$ cat config.mk
export PLATFORM = sky130hd
export DESIGN_NAME = fir_load_sequencer
export DESIGN_NICKNAME = d
export VERILOG_FILES = /design/src/rtl/fir_ctrl_pkg.sv /design/src/rtl/fir_strobe_sync.sv /design/src/rtl/fir_load_sequencer.sv
export SDC_FILE = /design/constraint.sdc
export NUM_CORES = 1
export LEC_CHECK = 0
export ABC_AREA = 1
export CELL_PAD_IN_SITES_DETAIL_PLACEMENT = 0
export CELL_PAD_IN_SITES_GLOBAL_PLACEMENT = 1
export CORE_MARGIN = 8
export CORE_UTILIZATION = 41
export DETAILED_ROUTE_END_ITERATION = 7
export MAX_ROUTING_LAYER = met4
export PLACE_DENSITY = 0.93
export SETUP_SLACK_MARGIN = 0.5
export SLEW_MARGIN = 15
export SYNTH_ARGS = -nofsm -noshare
export SYNTH_HDL_FRONTEND = slang
export SYNTH_SLANG_ARGS = --single-unit
export TNS_END_PERCENT = 100
$ cat constraint.sdc
create_clock -name clk -period 2.91 [get_ports clk]
set_clock_uncertainty 0.1 [all_clocks]
set_input_delay 0.291 -clock clk [delete_from_list [all_inputs] [get_ports clk]]
set_output_delay 0.291 -clock clk [all_outputs]
set_load 0.01 [all_outputs]
$ cat src/rtl/fir_ctrl_pkg.sv
// Shared definitions for the FIR load sequencer: state encoding, word modes
// and default sizing.
package fir_ctrl_pkg;

    typedef enum logic [1:0] {
        EMPTY   = 2'd0,
        LOADING = 2'd1,
        READY   = 2'd2,
        CHECK   = 2'd3
    } fir_state_e;

    localparam logic MODE_COEF   = 1'b1;
    localparam logic MODE_SAMPLE = 1'b0;

    localparam int DEF_NUM_TAPS       = 4;
    localparam int DEF_TIMEOUT_CYCLES = 1000000;

endpackage

$ cat src/rtl/fir_strobe_sync.sv
// Brings the asynchronous host strobe and mode pin into the clk domain and
// produces a registered single-cycle pulse on each strobe rising edge.
module fir_strobe_sync (
    input  logic clk,
    input  logic rst_n,
    input  logic in_valid,
    input  logic in_mode,
    output logic rise,
    output logic mode_s
);

    logic       valid_s1_r;
    logic       valid_s2_r;
    logic       valid_s3_r;
    logic       mode_s1_r;
    logic       mode_s2_r;
    logic       rise_r;
    logic [1:0] hold_r;

    // Two-stage synchronisers, edge-history flop and registered rise pulse.
    // valid_s3_r is pinned high until the synchroniser has refilled after
    // reset, so a strobe already high at reset release never looks like a
    // fresh edge.
    always_ff @(posedge clk) begin
        if (!rst_n) begin
            valid_s1_r <= 1'b0;
            valid_s2_r <= 1'b0;
            valid_s3_r <= 1'b1;
            mode_s1_r  <= 1'b0;
            mode_s2_r  <= 1'b0;
            rise_r     <= 1'b0;
            hold_r     <= 2'b11;
        end else begin
            valid_s1_r <= in_valid;
            valid_s2_r <= valid_s1_r;
            valid_s3_r <= valid_s2_r | hold_r[1];
            mode_s1_r  <= in_mode;
            mode_s2_r  <= mode_s1_r;
            rise_r     <= valid_s2_r & ~valid_s3_r;
            hold_r     <= {hold_r[0], 1'b0};
        end
    end

    assign rise   = rise_r;
    assign mode_s = mode_s2_r;

endmodule

$ cat src/rtl/fir_load_sequencer.sv
// Turns slow host strobes into single-cycle FIR transfers and enforces a
// complete coefficient load before samples pass. FIR_LOAD_CHECKSUM_EN adds an
// XOR checksum word after each coefficient set.
module fir_load_sequencer
    import fir_ctrl_pkg::*;
#(
    parameter int DATA_W         = 8,
    parameter int NUM_TAPS       = DEF_NUM_TAPS,
    parameter int TIMEOUT_CYCLES = DEF_TIMEOUT_CYCLES,
    parameter int SCNT_W         = 16
) (
    input  logic              clk,
    input  logic              rst_n,
    input  logic [DATA_W-1:0] in_data,
    input  logic              in_valid,
    input  logic              in_mode,
    output logic [DATA_W-1:0] fir_x,
    output logic              fir_tvalid,
    output logic              fir_set_coeffs,
    output logic              coeffs_loaded,
    output logic              busy,
    output logic              err,
    output logic [SCNT_W-1:0] sample_cnt
);

    localparam int TAP_W = $clog2(NUM_TAPS + 1);
    localparam int TO_W  = $clog2(TIMEOUT_CYCLES + 1);

    logic              rise_s;
    logic              mode_s;
    logic [TAP_W-1:0]  tap_next_s;
    logic              load_done_s;
    logic              timeout_s;

    fir_state_e        state_r;
    logic [TAP_W-1:0]  tap_cnt_r;
    logic [TO_W-1:0]   timeout_cnt_r;
    logic [DATA_W-1:0] fir_x_r;
    logic              fir_tvalid_r;
    logic              fir_set_coeffs_r;
    logic              coeffs_loaded_r;
    logic              busy_r;
    logic              err_r;
    logic [SCNT_W-1:0] sample_cnt_r;

`ifdef FIR_LOAD_CHECKSUM_EN
    logic [DATA_W-1:0] xor_r;
    logic [DATA_W-1:0] xor_next_s;
`endif

    fir_strobe_sync u_sync (
        .clk      (clk),
        .rst_n    (rst_n),
        .in_valid (in_valid),
        .in_mode  (in_mode),
        .rise     (rise_s),
        .mode_s   (mode_s)
    );

    // A coefficient arriving outside LOADING always starts a fresh set.
    always_comb begin
        if (state_r == LOADING) begin
            tap_next_s = tap_cnt_r + TAP_W'(1);
        end else begin
            tap_next_s = TAP_W'(1);
        end
        load_done_s = (tap_next_s == TAP_W'(NUM_TAPS));
        timeout_s   = (timeout_cnt_r == TO_W'(TIMEOUT_CYCLES - 1));
`ifdef FIR_LOAD_CHECKSUM_EN
        if (state_r == LOADING) begin
            xor_next_s = xor_r ^ in_data;
        end else begin
            xor_next_s = in_data;
        end
`endif
    end

    // Idle-gap watchdog: only runs while a load (or checksum) is pending.
    always_ff @(posedge clk) begin
        if (!rst_n) begin
            timeout_cnt_r <= TO_W'(0);
        end else if (rise_s || !busy_r) begin
            timeout_cnt_r <= TO_W'(0);
        end else begin
            timeout_cnt_r <= timeout_cnt_r + TO_W'(1);
        end
    end

    // Load/sample sequencing FSM with registered outputs.
    always_ff @(posedge clk) begin
        if (!rst_n) begin
            state_r          <= EMPTY;
            tap_cnt_r        <= TAP_W'(0);
            fir_x_r          <= DATA_W'(0);
            fir_tvalid_r     <= 1'b0;
            fir_set_coeffs_r <= 1'b0;
            coeffs_loaded_r  <= 1'b0;
            busy_r           <= 1'b0;
            err_r            <= 1'b0;
            sample_cnt_r     <= SCNT_W'(0);
`ifdef FIR_LOAD_CHECKSUM_EN
            xor_r            <= DATA_W'(0);
`endif
        end else begin
            fir_tvalid_r     <= 1'b0;
            fir_set_coeffs_r <= 1'b0;
            case (state_r)
                EMPTY, LOADING, READY: begin
                    if (rise_s) begin
                        case (mode_s)
                            MODE_COEF: begin
                                fir_x_r          <= in_data;
                                fir_tvalid_r     <= 1'b1;
                                fir_set_coeffs_r <= 1'b1;
                                tap_cnt_r        <= tap_next_s;
                                sample_cnt_r     <= SCNT_W'(0);
`ifdef FIR_LOAD_CHECKSUM_EN
                                xor_r            <= xor_next_s;
`endif
                                if (load_done_s) begin
`ifdef FIR_LOAD_CHECKSUM_EN
                                    state_r         <= CHECK;
                                    busy_r          <= 1'b1;
                                    coeffs_loaded_r <= 1'b0;
`else
                                    state_r         <= READY;
                                    busy_r          <= 1'b0;
                                    coeffs_loaded_r <= 1'b1;
                                    err_r           <= 1'b0;
`endif
                                end else begin
                                    state_r         <= LOADING;
                                    busy_r          <= 1'b1;
                                    coeffs_loaded_r <= 1'b0;
                                end
                            end
                            MODE_SAMPLE: begin
                                if (state_r == READY) begin
                                    fir_x_r      <= in_data;
                                    fir_tvalid_r <= 1'b1;
                                    sample_cnt_r <= sample_cnt_r + SCNT_W'(1);
                                end else begin
                                    err_r     <= 1'b1;
                                    state_r   <= EMPTY;
                                    busy_r    <= 1'b0;
                                    tap_cnt_r <= TAP_W'(0);
                                end
                            end
                            default: begin
                                state_r <= state_r;
                            end
                        endcase
                    end else if ((state_r == LOADING) && timeout_s) begin
                        err_r     <= 1'b1;
                        state_r   <= EMPTY;
                        busy_r    <= 1'b0;
                        tap_cnt_r <= TAP_W'(0);
                    end else begin
                        state_r <= state_r;
                    end
                end
`ifdef FIR_LOAD_CHECKSUM_EN
                // The checksum word is consumed here and never reaches the FIR.
                CHECK: begin
                    if (rise_s) begin
                        tap_cnt_r <= TAP_W'(0);
                        busy_r    <= 1'b0;
                        if (in_data == xor_r) begin
                            state_r         <= READY;
                            coeffs_loaded_r <= 1'b1;
                            err_r           <= 1'b0;
                        end else begin
                            state_r <= EMPTY;
                            err_r   <= 1'b1;
                        end
                    end else if (timeout_s) begin
                        err_r     <= 1'b1;
                        state_r   <= EMPTY;
                        busy_r    <= 1'b0;
                        tap_cnt_r <= TAP_W'(0);
                    end else begin
                        state_r <= state_r;
                    end
                end
`endif
                default: begin
                    state_r         <= EMPTY;
                    busy_r          <= 1'b0;
                    coeffs_loaded_r <= 1'b0;
                    tap_cnt_r       <= TAP_W'(0);
                end
            endcase
        end
    end

    assign fir_x          = fir_x_r;
    assign fir_tvalid     = fir_tvalid_r;
    assign fir_set_coeffs = fir_set_coeffs_r;
    assign coeffs_loaded  = coeffs_loaded_r;
    assign busy           = busy_r;
    assign err            = err_r;
    assign sample_cnt     = sample_cnt_r;

endmodule
==> reports/qor.yml, run 1 <==
final.period_utilization_pct: 64.0
drt_pass1_iterations: 6
h-tree-depth: 3
cts_tree: "built"
critical_path_class: "in2reg"
die_h_um: 98.4
setup_viol: 0
syn_area_um2: 2790
rsz0062_at_grt: "no"
post_drt_via_cell_ratio: 4.97
postRouteAntennaNets: 0
antenna_cells: 0
yosysSeqAreaShare_pct: 43.8
syn_to_final_growth_pct: 24.0
post_cts_buffers: 0
path_buf_inv: 3
crit_chain: "clkdlybuf4s50_1 > inv_2 > nor3_4 > inv_1 > nor3_1"
ctsHoldBuffers: 0
wl_per_cell_um: 12.3
overflow: 0
hpwlAfterDp_um: 4780
path_delay_family: "buffers and inverters"
slew_headroom_pct: 67.2
routed_wl_um: 6420
port_buffers: 40
worstPathMaxFanout: 17
synth_most_common_cell: "nand2_1"
slowest_stage: "clkdlybuf4s50_1"
setup_tns_ns: 0
required_ns: 3.07
gp_congestion: 0.868
cts-root-buf: "clkbuf_8"
synth_edf_count: 0
synthFlopType: "dfxtp_1"
grt_pass1_vias: 2494
initial_core_util_pct: 41.7
grt_pass1_wl_um: 10900
synth_cell_types: 35
cap_viol_max_count: 0
antenna_found_initial: 0
synthTopCellsByCount: "nand2_1 (79), nor2_1 (71), dfxtp_1 (61), inv_1 (46), a21oi_1 (29)"
cts_sinks: 61
report.final.slew_viol_count: 0
syn_inst: 391
p_leak_nw: 1.17
cts-resized-gates: 0
ir_drop_v: 0.000291
die_area_um2: 9690
track_usage_pct: 14.1
async_flop_share_pct: 0
clkSlewWorstSetupHoldPaths_ns: 0.07
drc_errors: 0
end_kind: "flop"
drt_iter0_drc: 124
final_area_um2: 3450
status: "finished clean"
core_area_um2: 6680
worstPathArrival_ns: 2.03
nets: 452
synth_seq_cells: 61
syn_avg_cell_area_um2: 7.12
fmax_mhz: 537
die_w_um: 98.4
tightestPinTransition_ns: 0.491
finish.utilization_pct: 51.7
io_pins: 41
dpl_cell_area_um2: 3260
ys_top_cells_by_area: "dfxtp_1 (44%), nand2_1 (11%), nor2_1 (9.6%)"
yosys_warnings: 0
power_density_nw_per_um2: 471
final_hold_viol_count: 0
clock_latency_ns: 0.34
rows: 30
cts_buffers: 9
syn_nets: 406
via_count: 2593
max_stage_delay_ns: 0.78
cts.path.max_buffers: 2
period_needed_ns: 1.86
hp-class: "reg2reg"
drive_gt1_share_pct: 8.60
synth_top_cell_area_share_pct: 43.8
critical_path.startpoint_type: "input port"
grt_max_degree: 19
synth_top_area_cell: "dfxtp_1"
-- cell usage in the layout (no fill, tap or decap), types with 2 or more instances in the layout --
cell type and count:
inv_2 3, nand3b_1 3, nand2_1 79, o21ai_0 19, nor2_2 6, clkbuf_1 2, or2_2 2, clkinv_2 2
nor3_4 2, a21oi_1 29, nand3_1 18, xor2_1 2, dfxtp_1 61, nor3_1 11, inv_1 46, ha_1 3
nand3_2 3, nor2_1 71, clkbuf_8 10, clkdlybuf4s50_1 40, nand4_1 13, nor3_2 2
-- per-layer routing --
layer  GRT usage, %  part of all wire (%)
met1           15.1                    44
met2           22.9                    48
met3           4.72                   6.0
met4           7.32                   2.5
met5              -                     0
-- path summary, 6_finish.rpt --
path	start	end	slack (ns)	cells after the start
hold reg to reg	u_sync.valid_s3_r$_SDFF_PN1_	u_sync.rise$_SDFF_PN0_	0.29	1
setup / recovery	rst_n	timeout_cnt_r[8]$_SDFF_PP0_	1.05	5
setup reg to reg	timeout_cnt_r[0]$_SDFF_PP0_	timeout_cnt_r[12]$_SDFF_PP0_	1.10	8
hold / removal	u_sync.valid_s3_r$_SDFF_PN1_	u_sync.rise$_SDFF_PN0_	0.29	1
-- report_power, final --
group / total, mW / internal [mW] / switching (mW)
registers: 0.842 / 0.840 / 0.00227
logic: 0.0389 / 0.0196 / 0.0193
clock network: 0.745 / 0.416 / 0.329
total: 1.63 / 1.28 / 0.350
-- sequential cells by signal, indices dropped and copies added (netlist names), 2 cells and up --
| name | flops |
|---|---|
| sample_cnt | 16 |
| timeout_cnt_r | 20 |
| u_sync.hold_r | 2 |
| fir_x | 8 |
| tap_cnt_r | 3 |
-- cells by family (layout without fill, tap and decap cells) --
| family | Yosys count | in the layout | share of synthesized area [%] |
|---|---|---|---|
| and+or+nand+nor | 216 | 216 | 35.8 |
| DFF | 61 | 61 | 43.8 |
| buffers and inverters | 55 | 106 | 7.73 |
| AOI/OAI and AO/OA | 53 | 53 | 10.3 |
| adders and majority gates | 3 | 3 | 1.35 |
| xor gates and xnor gates | 3 | 3 | 0.944 |
-- metrics by stage --
stage	worst slack (ns)	hold slack (ns)	total power [mW]	cells
after global routing	0.820	0.305	1.69	522
after floorplan	1.39	0.267	0.880	391
after global placement	0.746	0.270	0.899	506
after detailed placement	0.683	0.274	0.900	506
final	1.05	0.292	1.63	522
after CTS	1.05	0.294	1.64	522
-- area by class of cell --
class | count | area, um2
Sequential cell | 61 | 1220
Clock buffer | 12 | 145
Clock inverter | 4 | 47.5
Inverter | 50 | 190
Tap cell | 80 | 100
Fill cell | 683 | 3230
Multi-Input combinational cell | 275 | 1350
Timing Repair Buffer | 40 | 400
(Power assumes the default switching activity.)
==> run 2: changes to the inputs <==
CORE_UTILIZATION = 39   (was 41)
PLACE_DENSITY = 0.9   (was 0.93)
clock period = 1.94 ns   (was 2.91 ns; I/O delays follow)
==> run 2 against run 1 <==
Against the previous run: core utilization is 5.0 points higher; first-iteration DRC count grew 8.1%; combinational power increased by 70%; total power grew 67%; critical path depth increased by 3; die area up 4.3%; register-to-register slack worse by 0.64 ns; via count increased by 7.9%; setup slack got worse by 0.58 ns; flip-flop and latch count unchanged; sequential share of layout area is 3.8 points lower; largest cell class unchanged; highest routed layer unchanged.
==> reports/qor.yml, run 2 (synthesized netlist as in run 1, its figures left out) <==
cap_viol_max_count: 0  # unchanged
die_h_um: 101  # +2.1%
r2r.worst_path.cells: 8  # unchanged
report.final.slew_viol_count: 0  # unchanged
p_clk_share_pct: 51.4  # +5.6 points
track_usage_pct: 14.7  # +0.55 points
worstPathMaxFanout: 5  # -12
slowest_stage: "dfxtp_4"
initial_core_util_pct: 39.2  # -2.4 points
status: "finished clean"
seqPwrFrac_pct: 46.1  # -5.7 points
cp_common_cell: "nor2_4"
antenna_found_initial: 0  # unchanged
nets: 479  # +6.0%
required_ns: 2.07  # -1.00 ns
drive_gt1_share_pct: 28.8  # +20 points
worstReg2RegStart: "timeout_cnt_r[0]$_SDFF_PP0_"
drc_errors: 0  # unchanged
io_pins: 41  # unchanged
antenna_cells: 0  # unchanged
worstHoldEndpoint: "u_sync.rise$_SDFF_PN0_"
wl_per_cell_um: 12.7  # +2.9%
p_sw_mw: 0.572  # +63%
overflow: 0  # unchanged
clock_latency_ns: 0.34  # about the same
drt_pass1_iterations: 5  # -1
power_mw: 2.72  # +67%
final_hold_viol_count: 0  # unchanged
largest-register: "timeout_cnt_r"
end_kind: "flop"
via_count: 2798  # +7.9%
dpl_cell_area_um2: 3320  # +1.9%
fmax_mhz: 677
hp-class: "reg2reg"
cts_sinks: 61  # unchanged
critical_path_class: "reg2reg"
hold_start: "u_sync.valid_s3_r$_SDFF_PN1_"
tightestPinTransition_ns: 0.269  # -0.222 ns
critical_path.startpoint_type: "flop"
comb_power_share_pct: 2.4  # about the same
largest_reg_flops: 20  # unchanged
power_density_nw_per_um2: 675  # +43%
finish.utilization_pct: 56.7  # +5.0 points
worstPathArrival_ns: 1.60  # -0.43 ns
reg2reg_to: "timeout_cnt_r[12]$_SDFF_PP0_"
setup_viol: 0  # unchanged
internal-power_mw: 2.14  # +68%
h-tree-depth: 3  # unchanged
rrSetupSlack_ns: 0.46  # -0.64 ns
dp_cells: 528  # +4.3%
path_buf_inv: 0  # -3
postRouteAntennaNets: 0  # unchanged
die_w_um: 101  # +2.1%
path_delay_family: "simple AND/OR/NAND/NOR gates"
hpwlAfterDp_um: 4830  # +1.0%
rows: 31  # +3.3%
drt_iter0_drc: 134  # +8.1%
p_leak_nw: 1.59  # +36%
grt_max_degree: 17  # -2
grt_pass1_vias: 2579  # +3.4%
core_area_um2: 7100  # +6.2%
rsz0062_at_grt: "yes"
setup_tns_ns: 0  # unchanged
clkSlewWorstSetupHoldPaths_ns: 0.07  # about the same
cts_tree: "built"
gp_congestion: 0.881  # +1.5%
place_ws_ns: 0.309  # -0.374 ns
swShare_pct: 21.1  # -0.48 points
grt_pass1_wl_um: 11700  # +7.4%
final_common_cell: "nand2_1"
period_needed_ns: 1.48
die_area_um2: 10100  # +4.3%
slew_headroom_pct: 81.9  # +15 points
whs_ns: 0.280  # -0.0121 ns
ir_drop_v: 0.000423  # +46%
final_area_um2: 4020  # +16%
syn_to_final_growth_pct: 44.4
final.period_utilization_pct: 76.1
max_stage_delay_ns: 0.37  # -0.41 ns
layout_common_cells: "nand2_1 (68), nor2_1 (60), inv_1 (37), dfxtp_1 (37), a21oi_1 (28)"
port_buffers: 40  # unchanged
routed_wl_um: 7190  # +12%
cts-root-buf: "clkbuf_8"
hold_depth: 1  # unchanged
ctsHoldBuffers: 0  # unchanged
cts_buffers: 9  # unchanged
cts.path.max_buffers: 2  # unchanged
post_drt_via_cell_ratio: 4.93  # -0.83%
crit_chain: "ha_4 > nand3_4 > nor2_4 > nand2_4 > nor2_4 > nand2_1 > o21ai_1 > a21oi_1"
stdcell_count: 568  # +8.8%
setup_ws_ns: 0.463  # -0.584 ns
## run 2: worst max-delay path by stage
stage | start | end | slack (ns) | cells past startpoint
finish | timeout_cnt_r[0]$_SDFF_PP0_ | timeout_cnt_r[12]$_SDFF_PP0_ | 0.46 | 8
global route | timeout_cnt_r[0]$_SDFF_PP0_ | timeout_cnt_r[12]$_SDFF_PP0_ | 0.38 | 8
CTS | sample_cnt[11]$_SDFFE_PN0P_ | sample_cnt[11] | 0.33 | 1
detailed placement | u_sync.rise$_SDFF_PN0_ | sample_cnt[7]$_SDFFE_PN0P_ | 0.31 | 5
global placement | u_sync.rise$_SDFF_PN0_ | sample_cnt[7]$_SDFFE_PN0P_ | 0.32 | 5
floorplan | timeout_cnt_r[0]$_SDFF_PP0_ | timeout_cnt_r[12]$_SDFF_PP0_ | 0.50 | 8
## run 2: worst reg2reg max path, cell delays in order (launching register included)
cell and delay (ns):
dfxtp_4 0.37, ha_4 0.17, nand3_4 0.11, nor2_4 0.15, nand2_4 0.09, nor2_4 0.14
nand2_1 0.08, o21ai_1 0.12, a21oi_1 0.05
## run 2: area by class of cell
type / instances / area, um2
clock inverter: 7 / 123
fill: 622 / 3080
tap: 99 / 124
multi-input combinational: 275 / 1580
sequential: 61 / 1270
timing repair buffer: 67 / 596
inverter: 50 / 206
clock buffer: 9 / 124
## run 2: repair_timing
item,CTS,global route
resized for setup,67,67
endpoints found under the hold margin,0,0
setup buffers,10,14
pin swaps,4,26
setup endpoints to repair,55,43
## run 2: per-layer routing
metal,global-route usage [%],wire (um),up-vias
met4,5.47,122,0
li1,-,-,1407
met1,16.7,3100,1299
met2,23.8,3530,81
met3,4.42,438,11
met5,-,0,-
## run 2: power groups by stage
stage / clock network (mW) / logic (mW) / registers, mW
6_report: 1.40 / 0.0662 / 1.25
5_1_grt: 1.47 / 0.0747 / 1.25
4_1_cts: 1.41 / 0.0604 / 1.26
3_5_place_dp: 0 / 0.0603 / 1.29
3_3_place_gp: 0 / 0.0600 / 1.29
2_1_floorplan: 0 / 0.0295 / 1.29
